## src/rtl/uart_mmio_pkg.sv

```systemverilog
// Shared register map, status bit positions and default address region for the UART MMIO block.
// Pure constants and one helper; no storage, no timing, no flow control.
package uart_mmio_pkg;

    localparam logic [2:0] OFF_TX_STATUS = 3'd0;
    localparam logic [2:0] OFF_RX_STATUS = 3'd1;
    localparam logic [2:0] OFF_RX_DATA   = 3'd2;
    localparam logic [2:0] OFF_TX_DATA   = 3'd3;
    localparam logic [2:0] OFF_CYCLE     = 3'd4;
    localparam logic [2:0] OFF_CLEAR     = 3'd5;

    localparam int ST_READY_BIT = 0;
    localparam int ST_OVF_BIT   = 1;

    localparam logic [3:0] REGION_DEFAULT = 4'b1000;

    function automatic logic [31:0] status_word(input logic ready, input logic ovf);
        logic [31:0] w;
        w = '0;
        w[ST_READY_BIT] = ready;
        w[ST_OVF_BIT]   = ovf;
        return w;
    endfunction

endpackage

```

## src/rtl/sync_fifo.sv

```systemverilog
// Synchronous FIFO with wrap-bit pointers; head is combinational, push/pop land on the next edge.
// Push when full is accepted only alongside a pop; pop when empty is ignored.
module sync_fifo #(
    parameter int WIDTH = 8,
    parameter int DEPTH = 8
) (
    input  logic             clk,
    input  logic             reset_n,
    input  logic             push,
    input  logic [WIDTH-1:0] push_dat,
    input  logic             pop,
    output logic [WIDTH-1:0] head,
    output logic             full,
    output logic             empty
);

    localparam int AW = $clog2(DEPTH);
    localparam logic [AW:0] PTR_ONE = 1;

    logic [AW:0]      wr_ptr_q, wr_ptr_d;
    logic [AW:0]      rd_ptr_q, rd_ptr_d;
    logic [WIDTH-1:0] mem_q [DEPTH];
    logic             do_push, do_pop;

    // Equal index with differing wrap bit means the writer has lapped the reader.
    assign empty   = (wr_ptr_q == rd_ptr_q);
    assign full    = (wr_ptr_q[AW-1:0] == rd_ptr_q[AW-1:0]) && (wr_ptr_q[AW] != rd_ptr_q[AW]);
    assign do_pop  = pop && !empty;
    assign do_push = push && (!full || do_pop);
    assign head    = mem_q[rd_ptr_q[AW-1:0]];

    always_comb begin
        wr_ptr_d = wr_ptr_q;
        rd_ptr_d = rd_ptr_q;
        if (do_push) wr_ptr_d = wr_ptr_q + PTR_ONE;
        if (do_pop)  rd_ptr_d = rd_ptr_q + PTR_ONE;
    end

    always_ff @(posedge clk or negedge reset_n) begin
        if (!reset_n) begin
            wr_ptr_q <= '0;
            rd_ptr_q <= '0;
        end else begin
            wr_ptr_q <= wr_ptr_d;
            rd_ptr_q <= rd_ptr_d;
        end
    end

    always_ff @(posedge clk) begin
        if (do_push) mem_q[wr_ptr_q[AW-1:0]] <= push_dat;
    end

endmodule

```

## src/rtl/uart_mmio_ctrl.sv

```systemverilog
// Memory-mapped UART front end: register decode, TX/RX FIFOs, sticky overflow flags, cycle counter.
// Reads are zero-latency; TX drains and RX fills by valid/ready, RX ready drops while the RX FIFO is full.
module uart_mmio_ctrl
    import uart_mmio_pkg::*;
#(
    parameter int         TX_DEPTH  = 8,
    parameter int         RX_DEPTH  = 8,
    parameter logic [3:0] REGION    = REGION_DEFAULT,
    parameter int         CNT_WIDTH = 32
) (
    input  logic        clk,
    input  logic        reset_n,
    input  logic        rd_en,
    input  logic        wr_en,
    input  logic        stall,
    input  logic [31:0] addr,
    input  logic [31:0] wdata,
    output logic [31:0] rdata,
    output logic        hit,
    output logic [7:0]  DataIn,
    output logic        DataInValid,
    input  logic        DataInReady,
    input  logic [7:0]  DataOut,
    input  logic        DataOutValid,
    output logic        DataOutReady
);

    localparam logic [CNT_WIDTH-1:0] CNT_ONE = 1;

    logic [2:0]           reg_off;
    logic                 acc, rd_acc, wr_acc;
    logic                 tx_wr, clr_wr, cyc_wr;
    logic                 tx_full, tx_empty, tx_push, tx_pop;
    logic [7:0]           tx_head;
    logic                 rx_full, rx_empty, rx_push, rx_pop;
    logic [7:0]           rx_head;
    logic                 tx_ovf_set, rx_ovf_set;
    logic                 tx_ovf_q, tx_ovf_d;
    logic                 rx_ovf_q, rx_ovf_d;
    logic [CNT_WIDTH-1:0] cnt_q, cnt_d;
    logic [31:0]          rd_mux;
    logic                 unused_bits;

    assign hit     = (addr[31:28] == REGION) && (addr[27:5] == '0);
    assign reg_off = addr[4:2];
    assign acc     = hit && !stall;
    assign rd_acc  = acc && rd_en;
    assign wr_acc  = acc && wr_en;
    assign tx_wr   = wr_acc && (reg_off == OFF_TX_DATA);
    assign clr_wr  = wr_acc && (reg_off == OFF_CLEAR);
    assign cyc_wr  = wr_acc && (reg_off == OFF_CYCLE);

    // A store into a full TX FIFO still lands if the transmitter frees a slot on the same edge.
    assign tx_pop     = !tx_empty && DataInReady;
    assign tx_push    = tx_wr && (!tx_full || tx_pop);
    assign tx_ovf_set = tx_wr && tx_full && !tx_pop;

    assign rx_pop     = rd_acc && (reg_off == OFF_RX_DATA) && !rx_empty;
    assign rx_push    = DataOutValid && !rx_full;
    assign rx_ovf_set = DataOutValid && rx_full;

    assign DataIn       = tx_head;
    assign DataInValid  = !tx_empty;
    assign DataOutReady = !rx_full;

    sync_fifo #(.WIDTH(8), .DEPTH(TX_DEPTH)) u_tx_fifo (
        .clk      (clk),
        .reset_n  (reset_n),
        .push     (tx_push),
        .push_dat (wdata[7:0]),
        .pop      (tx_pop),
        .head     (tx_head),
        .full     (tx_full),
        .empty    (tx_empty)
    );

    sync_fifo #(.WIDTH(8), .DEPTH(RX_DEPTH)) u_rx_fifo (
        .clk      (clk),
        .reset_n  (reset_n),
        .push     (rx_push),
        .push_dat (DataOut),
        .pop      (rx_pop),
        .head     (rx_head),
        .full     (rx_full),
        .empty    (rx_empty)
    );

    always_comb begin
        // Set has priority over a same-cycle clear so no overflow event is lost.
        tx_ovf_d = tx_ovf_set || (tx_ovf_q && !(clr_wr && wdata[0]));
        rx_ovf_d = rx_ovf_set || (rx_ovf_q && !(clr_wr && wdata[1]));
        // The write cycle itself counts as 0, so the next cycle already reads 1.
        cnt_d    = cyc_wr ? CNT_ONE : cnt_q + CNT_ONE;
    end

    always_ff @(posedge clk or negedge reset_n) begin
        if (!reset_n) begin
            tx_ovf_q <= 1'b0;
            rx_ovf_q <= 1'b0;
            cnt_q    <= '0;
        end else begin
            tx_ovf_q <= tx_ovf_d;
            rx_ovf_q <= rx_ovf_d;
            cnt_q    <= cnt_d;
        end
    end

    always_comb begin
        rd_mux = '0;
        case (reg_off)
            OFF_TX_STATUS: rd_mux = status_word(!tx_full, tx_ovf_q);
            OFF_RX_STATUS: rd_mux = status_word(!rx_empty, rx_ovf_q);
            OFF_RX_DATA:   if (!rx_empty) rd_mux = {24'd0, rx_head};
            OFF_CYCLE:     rd_mux = 32'(cnt_q);
            default:       rd_mux = '0;
        endcase
        rdata = hit ? rd_mux : 32'd0;
    end

    assign unused_bits = ^{wdata[31:8], addr[1:0]};

endmodule

```

## config.mk

```make
export PLATFORM = sky130hd
export DESIGN_NAME = uart_mmio_ctrl
export DESIGN_NICKNAME = d
export VERILOG_FILES = /design/src/rtl/uart_mmio_pkg.sv /design/src/rtl/sync_fifo.sv /design/src/rtl/uart_mmio_ctrl.sv
export SDC_FILE = /design/constraint.sdc
export NUM_CORES = 1
export LEC_CHECK = 0
export CAP_MARGIN = 20
export CORE_MARGIN = 10
export CORE_UTILIZATION = 49
export CTS_CLUSTER_DIAMETER = 120
export DETAILED_ROUTE_END_ITERATION = 10
export PLACE_DENSITY_LB_ADDON = 0.08
export SKIP_LAST_GASP = 1
export SLEW_MARGIN = 10
export SYNTH_ARGS = -nofsm -noshare
export SYNTH_HDL_FRONTEND = slang
export SYNTH_HIERARCHICAL = 1
export SYNTH_SLANG_ARGS = --single-unit
```

## constraint.sdc

```tcl
create_clock -name clk -period 3.3 [get_ports clk]
set_input_delay 0.99 -clock clk [delete_from_list [all_inputs] [get_ports clk]]
set_output_delay 0.99 -clock clk [all_outputs]
set_load 0.1 [all_outputs]
```

==> flow_metrics.env <==
export IMPL_vias=5381
export IMPL_place_area_um2=10800
export IMPL_drc=0
export IMPL_num_antenna_cells=0
export IMPL_dp_hpwl_um=13700
export IMPL_dieArea_um2=22500
export IMPL_avgSynthCellArea_um2=14.6
export IMPL_place_ws_ns=-0.632
export IMPL_tritoncts="done"
export IMPL_holdCritPathClass="reg2reg"
export IMPL_fin_nets=804
export IMPL_drt_pass1_iterations=4
export IMPL_cp_end_kind="primary output"
export IMPL_synth_edf_count=128
export IMPL_synth_seq_cells=178
export IMPL_synth_top_area_cell="edfxtp_1"
export IMPL_die_x_um=150
export IMPL_rsz0062_at_grt="yes"
export IMPL_pin_count=122
export IMPL_totalWireLength_um=19400
export IMPL_gp_congestion=0.802
export IMPL_clk_pin_slew_ns=0.07
export IMPL_synth_top_area_share=0.465
export IMPL_grt_overflow=0
export IMPL_antenna_found_initial=0
export IMPL_syn_num_nets=650
export IMPL_cts_sinks=178
export IMPL_hold_viol=0
export IMPL_final_period_utilization=1.04
export IMPL_io_buffers=95
export IMPL_leakage_nw=4.11
export IMPL_synth_area_top_cells="edfxtp_1 (46%), dfrtp_1 (15%), mux4_2 (6.5%)"
export IMPL_synthCells=566
export IMPL_final_cells=953
export IMPL_async_reset_ff_frac=0.281
export IMPL_die_h_um=150
export IMPL_avgRoutedWirePerCell_um=20.3
export IMPL_relSlewSlack=0.457
export IMPL_path_class="in2out"
export IMPL_total_power_mw=5.27
export IMPL_drive_gt1_frac=0.398
export IMPL_insertion_delay_ns=0.44
export IMPL_layout_min_cycle_time_ns=3.44
export IMPL_ys_warn_count=6
export IMPL_seq_area_frac_synth=0.616
export IMPL_worstPathArrival_ns=2.45
export IMPL_finalInstanceArea_um2=11500
export IMPL_regToRegSetupSlack_ns=0.70
export IMPL_grt_max_degree=33
export IMPL_drv_cap=0
export IMPL_finalClockSkew_ns=0.0133
export IMPL_start_util=0.498
export IMPL_outcome="complete, but fails checks"
export IMPL_syn2layout_area_growth_pct=39.6
export IMPL_slew_viol_final=0
export IMPL_crit_required_ns=2.31
export IMPL_ir_drop_v=0.000426
export IMPL_tightest_slew_ns=0.810
export IMPL_netlist_area_um2=8270
export IMPL_setup_slack_ns=-0.143
export IMPL_antenna_left=0
export IMPL_violations="setup timing"
export IMPL_pwr_density_cell_nw_per_um2=456
export IMPL_grt_pass1_vias=5628
export IMPL_final_setup_viol_count=33
export IMPL_vias_per_cell=5.65
export IMPL_rows=47
export IMPL_path_max_fanout=5
export IMPL_cts_root_buf="clkbuf_16"
export IMPL_start_kind="input pin"
export IMPL_synth_cell_types=56
export IMPL_dpl_cell_count=912
export IMPL_core_um2=16600
export IMPL_grt_pass1_wl_um=30400
export IMPL_clock_path_buffers=2
export IMPL_track_usage=0.176
export IMPL_cts_buffers=17
export IMPL_dr_first_iter_drc_count=265
export IMPL_htree_levels=4
export IMPL_max_freq_mhz=290
export IMPL_ys_flop_type="edfxtp_1"
export IMPL_finalSetupTns_ns=-3.84
-- sequential cells by signal, indices dropped and copies added, names as in the netlist --
signal,count
tx_ovf_q,1
u_rx_fifo/rd_ptr_q,4
u_rx_fifo/wr_ptr_q,4
u_rx_fifo/mem_q,64
u_tx_fifo/rd_ptr_q,4
rx_ovf_q,1
cnt_q,32
u_tx_fifo/mem_q,64
u_tx_fifo/wr_ptr_q,4
-- layout by cell type, fill, tap and decap left out, drive strengths merged, types with 13 or more instances in the layout --
cell / n
a21oi: 17
and2: 20
buf: 129
clkbuf: 26
clkdlybuf4s50: 21
dfrtp: 50
edfxtp: 128
inv: 17
mux2: 21
mux4: 32
nand2: 28
nand3: 21
nor2: 34
nor3: 16
nor4: 13
o21ai: 14
o31ai: 13
xnor2: 23
-- layer usage --
metal  part of all wire  GRT usage  vias to the layer above
met4              0.016     0.0588                        0
met5                  0          0                        -
met3              0.054     0.0444                       22
met2               0.53      0.306                      142
met1               0.40      0.209                     2706
li1                   -          -                     2511
-- worst max-delay path, stage by stage --
cell	delay (ns)
buf_6	0.10
nor4_4	0.25
nand4_1	0.13
buf_6	0.15
nor3_4	0.20
buf_12	0.15
clkbuf_16	0.14
and2_4	0.15
buf_12	0.16
-- timing repair --
action,in CTS,in global routing
gates resized for setup,85,34
pin swaps,19,15
setup buffers,2,4
hold buffers,0,0
cloned,0,3
setup endpoints to repair,149,33
-- path summary, 6_finish.rpt --
path                                                    from                                end  depth (start not counted)
setup / recovery                                    addr[12]                          rdata[12]                          9
hold / removal                            cnt_q[0]$_DFF_PN0_                 cnt_q[0]$_DFF_PN0_                          1
setup reg to reg           u_rx_fifo/wr_ptr_q[3]$_DFFE_PN0P_    u_rx_fifo/mem_q[4][4]$_DFFE_PP_                          8
hold reg to reg                           cnt_q[0]$_DFF_PN0_                 cnt_q[0]$_DFF_PN0_                          1
max in group asynchronous                            reset_n                cnt_q[23]$_DFF_PN0_                          2
min in group asynchronous                            reset_n  u_tx_fifo/rd_ptr_q[0]$_DFFE_PN0P_                          1
-- report_power, final --
group / switching, mW / internal (mW) / total [mW]
Sequential: 0.0585 / 2.56 / 2.61
Combinational: 0.401 / 0.331 / 0.732
Clock: 0.918 / 1.00 / 1.92
Total: 1.38 / 3.89 / 5.27
-- kinds of logic (layout without fill, tap and decap cells) --
family	Yosys count	count (layout)	share of synthesized area
fa+ha+maj	5	5	0.00757
simple gates	193	193	0.133
mux	54	54	0.124
buf+inv	43	210	0.0303
flops	178	178	0.616
compound gates	62	62	0.0533
xor+xnor	31	31	0.0356
-- through the flow --
step / hold WS, ns / utilization
4_1_cts: 0.532 / 0.686
6_report: 0.525 / 0.696
3_5_place_dp: 0.514 / 0.653
2_1_floorplan: 0.452 / -
5_1_grt: 0.566 / 0.696
3_3_place_gp: 0.480 / 0.653
-- cell usage after synthesis (10+ instances only) --
cell      instances
or4_1            12
nand4_1          11
xnor2_1          20
and2_1           20
clkbuf_1         10
nand3_1          18
o31ai_1          11
mux4_2           24
a21oi_1          17
nand2_1          28
nor4_1           12
edfxtp_1        128
inv_1            11
buf_2            12
nor3_1           15
o21ai_0          12
nor2_1           34
mux2_2           11
dfrtp_1          50
-- cell type report --
class | instances | area (um^2)
Clock inverter | 14 | 139
Multi-Input combinational cell | 345 | 3400
Clock buffer | 18 | 429
Inverter | 11 | 45.0
Tap cell | 220 | 275
Fill cell | 1104 | 5040
Sequential cell | 178 | 5100
Timing Repair Buffer | 167 | 2160
Power figures use the tool's default switching activity.
